**config.mk**
```make
export PLATFORM = sky130hd
export DESIGN_NAME = uart_tx_arbiter_flat
export DESIGN_NICKNAME = d
export VERILOG_FILES = /design/src/rtl/uart_tx_arbiter_if.sv /design/src/rtl/uart_tx_arbiter.sv /design/src/flat_wrapper.sv
export SDC_FILE = /design/constraint.sdc
export NUM_CORES = 1
export LEC_CHECK = 0
export ABC_AREA = 0
export CAP_MARGIN = 20
export CORE_MARGIN = 2
export CORE_UTILIZATION = 41
export CTS_BUF_LIST = sky130_fd_sc_hd__clkbuf_16
export DETAILED_ROUTE_END_ITERATION = 7
export PLACE_DENSITY = 0.9
export RECOVER_POWER = 100
export SLEW_MARGIN = 20
export SYNTH_ARGS = -nofsm -noshare
export SYNTH_HDL_FRONTEND = slang
export SYNTH_SLANG_ARGS = --single-unit
```
**constraint.sdc**
```tcl
create_clock -name clk -period 2.3 [get_ports clk]
set_input_delay 0.69 -clock clk [delete_from_list [all_inputs] [get_ports clk]]
set_output_delay 0.69 -clock clk [all_outputs]
set_load 0.005 [all_outputs]
```
**src/rtl/uart_tx_arbiter_if.sv**
```systemverilog
// Handshake bundle between the requesters, the arbiter and the uart transmit FIFO write port.
// The master side is the producer/uart environment; the slave side is the arbiter.
interface uart_tx_arbiter_if #(
  parameter int N_REQ = 4,
  parameter int DBIT  = 8
);
  logic [N_REQ-1:0]      req;
  logic [N_REQ-1:0]      valid;
  logic [N_REQ-1:0]      last;
  logic [N_REQ*DBIT-1:0] data;
  logic [N_REQ-1:0]      ready;
  logic [N_REQ-1:0]      grant;
  logic                  tx_full;
  logic                  wr_uart;
  logic [DBIT-1:0]       w_data;
  logic                  busy;
  logic                  abort_tick;

  modport master (
    output req, valid, last, data, tx_full,
    input  ready, grant, wr_uart, w_data, busy, abort_tick
  );

  modport slave (
    input  req, valid, last, data, tx_full,
    output ready, grant, wr_uart, w_data, busy, abort_tick
  );
endinterface

```
**src/rtl/uart_tx_arbiter.sv**
```systemverilog
// Packet-atomic round-robin arbiter sharing one uart tx FIFO write port among N_REQ requesters.
// A grant ends on the last accepted byte, on requester withdrawal, or after TIMEOUT idle cycles.
module uart_tx_arbiter #(
  parameter int N_REQ   = 4,
  parameter int DBIT    = 8,
  parameter int TIMEOUT = 1024,
  parameter int TW      = 10
) (
  input logic            clk,
  input logic            reset,
  uart_tx_arbiter_if.slave bus
);
  localparam int PW = (N_REQ > 1) ? $clog2(N_REQ) : 1;
  localparam logic [PW:0] NR = (PW+1)'(N_REQ);

  typedef enum logic {IDLE, XFER} state_t;

  state_t           state;
  logic [N_REQ-1:0] grant_q;
  logic [PW-1:0]    rr_ptr;
  logic [TW-1:0]    count;
  logic             abort_q;

  logic [PW-1:0]    g_idx;
  logic             g_valid;
  logic             g_last;
  logic             g_req;
  logic [DBIT-1:0]  g_data;
  logic [PW-1:0]    pick_idx;
  logic             pick_found;
  logic [PW:0]      cand_sum;
  logic             accept;
  logic             expire;

  always_comb begin
    g_idx   = '0;
    g_valid = 1'b0;
    g_last  = 1'b0;
    g_req   = 1'b0;
    g_data  = '0;
    for (int i = 0; i < N_REQ; i++) begin
      if (grant_q[i]) begin
        g_idx   = PW'(i);
        g_valid = bus.valid[i];
        g_last  = bus.last[i];
        g_req   = bus.req[i];
        g_data  = bus.data[i*DBIT +: DBIT];
      end
    end
  end

  // Search starts just past the previous owner so every requester gets a turn.
  always_comb begin
    pick_found = 1'b0;
    pick_idx   = '0;
    cand_sum   = '0;
    for (int k = 1; k <= N_REQ; k++) begin
      cand_sum = {1'b0, rr_ptr} + (PW+1)'(k);
      if (cand_sum >= NR) begin
        cand_sum = cand_sum - NR;
      end
      if (!pick_found && bus.req[cand_sum[PW-1:0]]) begin
        pick_found = 1'b1;
        pick_idx   = cand_sum[PW-1:0];
      end
    end
  end

  assign accept = (state == XFER) && g_valid && !bus.tx_full;
  assign expire = !accept && !bus.tx_full && (count == TW'(TIMEOUT-1));

  assign bus.ready      = (state == XFER && !bus.tx_full) ? grant_q : '0;
  assign bus.wr_uart    = accept;
  assign bus.w_data     = accept ? g_data : '0;
  assign bus.grant      = grant_q;
  assign bus.busy       = (state == XFER);
  assign bus.abort_tick = abort_q;

  // Release priority: completed packet, then withdrawal, then idle timeout.
  always_ff @(posedge clk or negedge reset) begin
    if (!reset) begin
      state   <= IDLE;
      grant_q <= '0;
      rr_ptr  <= PW'(N_REQ-1);
      count   <= '0;
      abort_q <= 1'b0;
    end else begin
      abort_q <= 1'b0;
      case (state)
        IDLE: begin
          if (pick_found) begin
            state   <= XFER;
            grant_q <= N_REQ'(1) << pick_idx;
            count   <= '0;
          end
        end
        XFER: begin
          if ((accept && g_last) || (!g_req && !accept)) begin
            state   <= IDLE;
            grant_q <= '0;
            rr_ptr  <= g_idx;
            count   <= '0;
          end else if (expire) begin
            state   <= IDLE;
            grant_q <= '0;
            rr_ptr  <= g_idx;
            count   <= '0;
            abort_q <= 1'b1;
          end else if (accept) begin
            count <= '0;
          end else if (!bus.tx_full) begin
            count <= count + 1'b1;
          end
        end
        default: begin
          state   <= IDLE;
          grant_q <= '0;
        end
      endcase
    end
  end
endmodule
```
**src/flat_wrapper.sv**
```systemverilog
// flat-port wrapper written by rule: the top's interface ports become plain ports
module uart_tx_arbiter_flat 
#(
  parameter int N_REQ   = 4,
  parameter int DBIT    = 8,
  parameter int TIMEOUT = 1024,
  parameter int TW      = 10
)
  (clk, reset, bus_req, bus_valid, bus_last, bus_data, bus_tx_full, bus_ready, bus_grant, bus_wr_uart, bus_w_data, bus_busy, bus_abort_tick);
  uart_tx_arbiter_if #(.N_REQ(N_REQ), .DBIT(DBIT)) bus_i ();
  input logic clk;
  input logic reset;
  input wire logic [$bits(bus_i.req)-1:0] bus_req;
  input wire logic [$bits(bus_i.valid)-1:0] bus_valid;
  input wire logic [$bits(bus_i.last)-1:0] bus_last;
  input wire logic [$bits(bus_i.data)-1:0] bus_data;
  input wire logic [$bits(bus_i.tx_full)-1:0] bus_tx_full;
  output wire logic [$bits(bus_i.ready)-1:0] bus_ready;
  output wire logic [$bits(bus_i.grant)-1:0] bus_grant;
  output wire logic [$bits(bus_i.wr_uart)-1:0] bus_wr_uart;
  output wire logic [$bits(bus_i.w_data)-1:0] bus_w_data;
  output wire logic [$bits(bus_i.busy)-1:0] bus_busy;
  output wire logic [$bits(bus_i.abort_tick)-1:0] bus_abort_tick;
  assign bus_i.req = bus_req;
  assign bus_i.valid = bus_valid;
  assign bus_i.last = bus_last;
  assign bus_i.data = bus_data;
  assign bus_i.tx_full = bus_tx_full;
  assign bus_ready = bus_i.ready;
  assign bus_grant = bus_i.grant;
  assign bus_wr_uart = bus_i.wr_uart;
  assign bus_w_data = bus_i.w_data;
  assign bus_busy = bus_i.busy;
  assign bus_abort_tick = bus_i.abort_tick;
  uart_tx_arbiter #(.N_REQ(N_REQ), .DBIT(DBIT), .TIMEOUT(TIMEOUT), .TW(TW)) u_core (.clk(clk), .reset(reset), .bus(bus_i));
endmodule
```
==> run metrics, run 1 <==
Most used DFF post-synth dfrtp_1; Power Total 3.23 mW; failing checks negative setup slack; xor-xnor portion of the synthesized cell area 0%; setup ws final -0.276 ns; Initial Util 42.2%; WP data arrival 1.89 ns; leakage 1.27 nW; # DRC 0; r2r setup slk -0.10 ns; CP delay by family, top buffers and inverters; Gate Count Post-Synth 161; top-count cell post-synth nand2_1; Synth Area in Adders 0.902%; die height 62.2 um; Non-Filler Instances 328; Seq/Total Area, Yosys 32.6%; Post-Place Setup Slack -1.00 ns; crit path launch bus_valid[0]; pwr/cell area 1150 nW/um^2; hold slack 0.534 ns; Post-Route WL 8.35 mm; drt wl/cell 25.4 um; post-synth cell types 48; post-synth top area share 28.9%; RSZ-0062 raised after global routing yes; clock tree buffer depth 2; Clock Pin Slew Worst Setup and Hold Paths 0.06 ns; Total GRT Usage 36.1%; Final Setup Violations 21; initial antenna violation count 0; Post-synth EDFFs 0; Worst setup EP type output pin; Layout Utilization 85.6%; number of placed cells counting well taps 298; clock latency at the later pin of the worst-skew pair 0.25 ns; Worst EP required 1.61 ns; leading area contributor after synthesis dfrtp_1; Max-cap violations 0; grt total ovfl 0; asr flop ratio synth 100%; reg2reg end u_core.count[0]; Synthesized Nets 209; top cells by count, synth 23 x nand2_1, 16 x dfrtp_1, 10 x nor2_1, 9 x nor3_1, 9 x o22ai_1; placer congestion estimate 0.787; Hold Violations, Final 0; crit path max fanout 5; Vias/cell 6.47; Relative slew margins 54.4%; Die Area 3870 sq um; Tmin final 2.58 ns; core area 3280 sq um; f_max 388 MHz; crit path to bus_w_data[2]; RR Startpoint u_core.bus.grant[1]; min-delay worst type reg2reg; first-pass GRT wire length 10.8 mm; most used cell, CP buf_6; Slowest-stage cell, CP a311oi_4; Cell Area, Synth 1390 sq um; simple-gate share of the synthesized area 27.1%; critical path launch point type input pin; actual slew at the worst max-slew pin 0.684 ns; Antenna Nets Post-Route 0; 1st-pass router iterations 6; Synth Area in Compound Gates 32.5%; Sink Count 18; top cells by area, synth dfrtp_1 29%, nand2_1 6.2%, a221oi_1 5.0%, o22ai_1 4.1%, dfstp_2 3.8%; IO Pins 66; Slew Viols, Final 0; Area Growth Syn to Fin 103%; CP bufs+invs 4; Antenna Diode Count 0; WS Path Type in2out; via count 2121; Largest stage delay, worst path 0.33 ns; Cell Chain, Critical Path buf_6, nand3b_1, a311oi_4, nand2_4, buf_6, buf_6, nor3_4, buf_2; setup_tns -2.43 ns; largest family of logic cells by synthesized area compound AO/OA/AOI/OAI gates; Final Cycle Share 112%; First DRT Iteration DRCs 166; Worst Reg2Reg Path Length in Cells 10; largest net degree at the start of global routing 17; stages on the worst setup path 8; Placed Area 2330 sq um; mux cell area share after synthesis 3.34%; vias in the first global route 2027; Port-buffer cells 65; die width 62.2 um; share of layout cells above drive strength 1 44.0%; status finished, violations left; CTS tree yes; Avg Cell Area, Syn 8.62 sq um; peak supply drop 860 uV; CTS Hold Bufs 0; Synth Warn # 0; CTS H-tree depth 1; # rows 21; #FFs+latches synth 18; DPL Wire Length 4.02 mm; Clock Skew 0.00529 ns; CTS Buf Count 3; clk root buf clkbuf_16; post-layout instance area 2810 sq um; Final nets 331
[state kept, by name, summed over array words and instances, names as in the netlist]
signal                 cells
u_core.count              10
u_core.rr_ptr              2
u_core.bus.grant           4
u_core.bus.abort_tick      1
u_core.bus.busy            1
[final cells by class]
cell class	count	area, sq um
clock inverters	1	3.75
multi-input cells	131	1120
well taps	46	57.6
inverters	5	18.8
clock buffers	3	75.1
flip-flops and latches	18	454
repair buffers	124	1080
fillers	152	472
[cell families (layout without fill, tap and decap cells)]
logic type,Yosys count,count (layout)
compound gates,53,53
fa+ha+maj,1,1
buf+inv,12,133
flops,18,18
mux,4,4
simple gates,73,73
[placed cells by master (no fill, tap or decap), types with 2 or more instances in the layout]
master / count
buf_2: 10
dlygate4sd2_1: 3
or3_1: 2
o22ai_1: 8
a22o_1: 5
inv_1: 4
mux2_4: 2
o221ai_1: 2
nand3_1: 5
buf_4: 44
nor2_2: 2
buf_12: 2
or2_2: 2
clkbuf_16: 3
nor2b_1: 4
a21oi_1: 3
nor3_4: 4
nor2_1: 9
dfrtp_1: 15
a21o_1: 5
buf_6: 12
mux2i_1: 2
o21ai_1: 2
dlygate4sd3_1: 3
clkdlybuf4s50_1: 40
a221oi_4: 2
and2_1: 4
nor3_2: 4
nand2_4: 2
a221oi_2: 6
nand3b_1: 2
o21ai_0: 3
dfstp_2: 2
nand2_1: 23
clkbuf_2: 7
[worst min-delay path, stage by stage, from the launching register on]
cell and delay (ns):
dfstp_2 0.38, inv_1 0.08, mux2i_1 0.07
[layer usage]
layer	wire length [um]	GRT usage, %	share of wire (%)	up-vias
met3	757	5.62	9.1	83
li1	-	-	-	863
met4	839	26.4	10	0
met2	4020	61.5	48	192
met5	0	0	0	-
met1	2730	41.0	33	983
[power by group]
| part | internal [mW] | leakage, nW | switching (mW) | total [mW] |
|---|---|---|---|---|
| Sequential | 0.386 | 0.237 | 0.0673 | 0.453 |
| Combinational | 1.22 | 0.990 | 1.20 | 2.42 |
| Clock | 0.232 | 0.0385 | 0.132 | 0.363 |
[worst min path at each step]
stage	cells after the start	startpoint	slack [ns]	end
2_1_floorplan	0	reset	0.39	u_core.bus.abort_tick
3_3_place_gp	2	u_core.count[1]	0.49	u_core.count[1]
3_5_place_dp	2	u_core.count[1]	0.50	u_core.count[1]
4_1_cts	2	u_core.count[1]	0.51	u_core.count[1]
5_1_grt	1	u_core.count[9]	0.57	u_core.count[9]
6_report	2	u_core.rr_ptr[0]	0.53	u_core.rr_ptr[0]
[repair_timing]
action,in CTS,in global routing
cloned,0,0
gates resized for setup,81,49
buffers inserted,20,8
endpoints found under the setup margin,31,28
pin swaps,17,14
Power figures use the tool's default switching activity.
==> inputs of run 2 (changes only) <==
--- a/config.mk
+++ b/config.mk
@@ -7,7 +7,7 @@
 export LEC_CHECK = 0
 export ABC_AREA = 0
 export CAP_MARGIN = 20
-export CORE_MARGIN = 2
+export CORE_MARGIN = 3
 export CORE_UTILIZATION = 41
 export CTS_BUF_LIST = sky130_fd_sc_hd__clkbuf_16
 export DETAILED_ROUTE_END_ITERATION = 7
==> run metrics, run 2 (synthesis results as in run 1) <==
Layout Utilization 88.6%; # rows 20; failing checks negative setup slack; Total GRT Usage 33.8%; clk root buf clkbuf_16; fillcell total 126; Initial Util 44.4%; multi-input logic area 1090 sq um; most frequent cells in the layout 53 x buf_4, 41 x clkdlybuf4s50_1, 23 x nand2_1, 15 x dfrtp_1, 11 x buf_2; Non-Filler Instances 328; Area Growth Syn to Fin 99.7%; Clock Pin Slew Worst Setup and Hold Paths 0.05 ns; max reg flops 10; Clock Skew 0.00277 ns; die height 64.2 um; actual slew at the worst max-slew pin 0.516 ns; pwr/cell area 1100 nW/um^2; via count 2158; Final Setup Violations 17; min-delay worst type reg2reg; Slew Viols, Final 0; CTS Hold Bufs 0; WS Path Type reg2out; First DRT Iteration DRCs 234; Antenna Diode Count 0; FF+latch area 454 sq um; placer congestion estimate 0.865; most common cell after layout, fill and taps aside buf_4; status finished, violations left; clock tree buffer depth 2; setup ws final -0.217 ns; DPL Wire Length 3.98 mm; Port-buffer cells 65; Worst EP required 1.61 ns; die width 64.2 um; Biggest register u_core.count; first-pass GRT wire length 10.5 mm; number of placed cells counting well taps 303; Worst setup EP type output pin; CTS H-tree depth 1; RSZ-0062 raised after global routing yes; peak supply drop 863 uV; crit path max fanout 4; leakage 1.28 nW; WP data arrival 1.83 ns; IO Pins 66; f_max 397 MHz; drt wl/cell 25.5 um; grt total ovfl 0; largest net degree at the start of global routing 11; Tmin final 2.52 ns; Max-cap violations 0; Relative slew margins 65.6%; Final Cycle Share 109%; share of layout cells above drive strength 1 43.3%; Final nets 333; # DRC 0; critical path launch point type flip-flop; vias in the first global route 1948; Post-Route WL 8.35 mm; CTS Buf Count 3; 1st-pass router iterations 5; initial antenna violation count 1; Sink Count 18; Die Area 4120 sq um; setup_tns -2.47 ns; Hold Violations, Final 0; CTS tree yes; clock latency at the later pin of the worst-skew pair 0.25 ns; Antenna Nets Post-Route 0; Vias/cell 6.58; Post-Place Setup Slack -0.895 ns; core area 3130 sq um
-- run 2: cell types whose count changed in the layout (fill, tap and decap cells not counted), moves of 2 or more --
cell	change
nor3_2	+3
buf_4	+9
clkbuf_2	-4
o32ai_1	+2
clkdlybuf4s15_1	+2
dlymetal6s2s_1	+2
buf_6	-5
nor3_4	-2
o21ai_0	-2
dlygate4sd2_1	-2
o21ai_1	+2
-- run 2: final timing paths --
kind	from	to	slack, ns	cells after the start
setup / recovery	u_core.bus.grant[2]	bus_w_data[4]	-0.22	6
hold / removal	u_core.rr_ptr[0]	u_core.rr_ptr[0]	0.55	2
setup reg to reg	u_core.bus.grant[3]	u_core.count[4]	-0.21	10
hold reg to reg	u_core.rr_ptr[0]	u_core.rr_ptr[0]	0.55	2
max in group asynchronous	reset	u_core.count[0]	0.64	2
min in group asynchronous	reset	u_core.count[5]	0.84	1
-- run 2: final cells by class --
| class | count | share of cell area, % |
|---|---|---|
| Multi-Input combinational cell | 131 | 39.2 |
| Timing Repair Buffer | 126 | 38.9 |
| Sequential cell | 18 | 16.4 |
| Clock buffer | 3 | 2.71 |
| Tap cell | 44 | 1.99 |
| Inverter | 5 | 0.677 |
| Clock inverter | 1 | 0.135 |
-- run 2: what timing repair did --
item | CTS | global route
pin swaps | 15 | 8
endpoints found under the setup margin | 31 | 26
setup buffers | 14 | 8
gates resized for setup | 84 | 35
-- run 2: power by group --
part           switching, mW  leakage, nW  internal [mW]
Combinational           1.14         1.00           1.10
Clock                  0.126       0.0385          0.232
Sequential            0.0667        0.237          0.386
Total                   1.34         1.28           1.72
-- run 2: layer usage --
metal / global-route usage (%) / part of all wire (%)
met1: 37.6 / 33
met5: 0 / 0.16
met4: 17.7 / 7.8
met3: 8.79 / 11
met2: 58.6 / 48
-- run 2: worst max-delay path: stages, from the launching register on --
cell,delay (ns)
dfrtp_1,0.45
nor3b_4,0.20
a311oi_4,0.33
nand2_4,0.11
buf_6,0.15
nor3_4,0.17
buf_2,0.16
-- run 2: through the flow --
step	hold slack (ns)	cell area, sq um	power (mW)
after floorplan	0.394	1390	1.25
after global placement	0.495	2380	1.97
after detailed placement	0.504	2380	2.03
after CTS	0.523	2610	2.61
after global routing	0.565	2770	3.15
final	0.547	2770	3.06
==> inputs of run 3 (changes only) <==
--- a/config.mk
+++ b/config.mk
@@ -6,12 +6,12 @@
 export NUM_CORES = 1
 export LEC_CHECK = 0
 export ABC_AREA = 0
-export CAP_MARGIN = 20
+export CAP_MARGIN = 15
 export CORE_MARGIN = 3
-export CORE_UTILIZATION = 41
-export CTS_BUF_LIST = sky130_fd_sc_hd__clkbuf_16
+export CORE_UTILIZATION = 42
+export CTS_BUF_LIST = sky130_fd_sc_hd__clkbuf_8
 export DETAILED_ROUTE_END_ITERATION = 7
-export PLACE_DENSITY = 0.9
+export PLACE_DENSITY = 0.92
 export RECOVER_POWER = 100
 export SLEW_MARGIN = 20
 export SYNTH_ARGS = -nofsm -noshare
==> run metrics, run 3 (synthesis results as in run 1) <==
f_max 370 MHz; # DRC 0; Initial Util 44.7%; Clock power frac 8.9%; Biggest register u_core.count; Hold Violations, Final 0; actual slew at the worst max-slew pin 0.529 ns; RSZ-0062 raised after global routing yes; Non-Filler Instances 331; largest net degree at the start of global routing 11; Clock Pin Slew Worst Setup and Hold Paths 0.07 ns; placer congestion estimate 0.847; first-pass GRT wire length 10.7 mm; Port-buffer cells 65; Final nets 336; multi-input logic area 1100 sq um; leakage 1.24 nW; Area Growth Syn to Fin 100%; NetSw 1.38 mW; share of layout cells above drive strength 1 44.3%; peak supply drop 875 uV; crit path launch bus_valid[0]; Power Internal 1.67 mW; Die Area 4030 sq um; Vias/cell 6.78; grt total ovfl 0; die width 63.5 um; switching share of total power 45.3%; Max-cap violations 0; Sink Count 18; DPL Wire Length 3.86 mm; most frequent cells in the layout 50 x buf_4, 40 x clkdlybuf4s50_1, 23 x nand2_1, 15 x dfrtp_1; Worst setup EP type output pin; First DRT Iteration DRCs 335; failing checks negative setup slack; setup ws final -0.404 ns; WP data arrival 2.01 ns; combinational power share 76.2%; via count 2243; status finished, violations left; vias in the first global route 1991; Placed Area 2360 sq um; Total GRT Usage 34.3%; number of placed cells counting well taps 301; Post-Route WL 8.65 mm; IO Pins 66; crit path max fanout 4; pwr/cell area 1100 nW/um^2; # rows 20; Worst EP required 1.61 ns; max reg flops 10; CTS Hold Bufs 0; post-layout instance area 2780 sq um; fillcell total 135; clock latency at the later pin of the worst-skew pair 0.26 ns; critical path launch point type input pin; clock tree buffer depth 2; RR Startpoint u_core.bus.grant[1]; CTS tree yes; Antenna Diode Count 0; Worst Hold Launch u_core.rr_ptr[0]; Antenna Nets Post-Route 0; Clock Skew 0.00281 ns; CTS Buf Count 3; Final Cycle Share 118%; clk root buf clkbuf_8; CTS H-tree depth 1; core area 3100 sq um; die height 63.5 um; hold slack 0.544 ns; drt wl/cell 26.1 um; FF+latch area 454 sq um; setup_tns -4.14 ns; WS Path Type in2out; Tmin final 2.70 ns; Final Setup Violations 25; most common cell after layout, fill and taps aside buf_4; Reg power frac 15.0%; Slew Viols, Final 0; Relative slew margins 64.7%; Layout Utilization 89.5%; initial antenna violation count 0; min-delay worst type reg2reg; 1st-pass router iterations 6
[run 3: power groups by stage]
stage          sequential (mW)  combinational (mW)  clock (mW)
2_1_floorplan            0.444               0.810           0
3_3_place_gp             0.443                1.53           0
3_5_place_dp             0.447                1.57           0
4_1_cts                  0.439                1.83       0.264
5_1_grt                  0.456                2.39       0.291
6_report                 0.456                2.32       0.271
[run 3: final cells by class]
cell class	instances	share of cell area [%]
inverter	5	0.676
timing repair buffer	129	39.4
clock buffer	4	1.98
multi-input combinational	131	39.6
sequential	18	16.4
tap	44	1.98
[run 3: layer usage]
layer | wire (um) | global-route usage, % | vias up
li1 | - | - | 867
met1 | 3010 | 39.2 | 1075
met2 | 3990 | 61.0 | 220
met3 | 1050 | 7.66 | 81
met4 | 596 | 14.3 | 0
met5 | 0 | 0 | -
[run 3: what timing repair did]
| action | in CTS | in global routing |
|---|---|---|
| gates cloned | 0 | 0 |
| pin swaps | 25 | 17 |
| endpoints found under the setup margin | 31 | 30 |
| gates resized for setup | 75 | 44 |
| setup buffers | 23 | 12 |
[run 3: worst paths after layout]
kind / end / slack [ns] / cells after the start
min in group asynchronous: u_core.count[4] / 0.83 / 1
setup reg to reg: u_core.count[1] / -0.16 / 12
setup / recovery: bus_w_data[2] / -0.40 / 9
hold / removal: u_core.rr_ptr[0] / 0.54 / 2
hold reg to reg: u_core.rr_ptr[0] / 0.54 / 2
max in group asynchronous: u_core.count[2] / 0.66 / 2
[run 3: stage by stage]
stage | power (mW) | setup slack [ns]
2_1_floorplan | 1.25 | 0.0695
3_3_place_gp | 1.97 | -0.838
3_5_place_dp | 2.02 | -0.904
4_1_cts | 2.54 | -0.268
5_1_grt | 3.14 | -0.403
6_report | 3.05 | -0.404
[run 3: critical path: stages]
cell and delay, ns:
buf_6 0.07, nand3b_1 0.11, buf_6 0.16, a311oi_4 0.31, nand2_4 0.12, buf_6 0.14
buf_12 0.13, nor3_2 0.13, buf_2 0.16
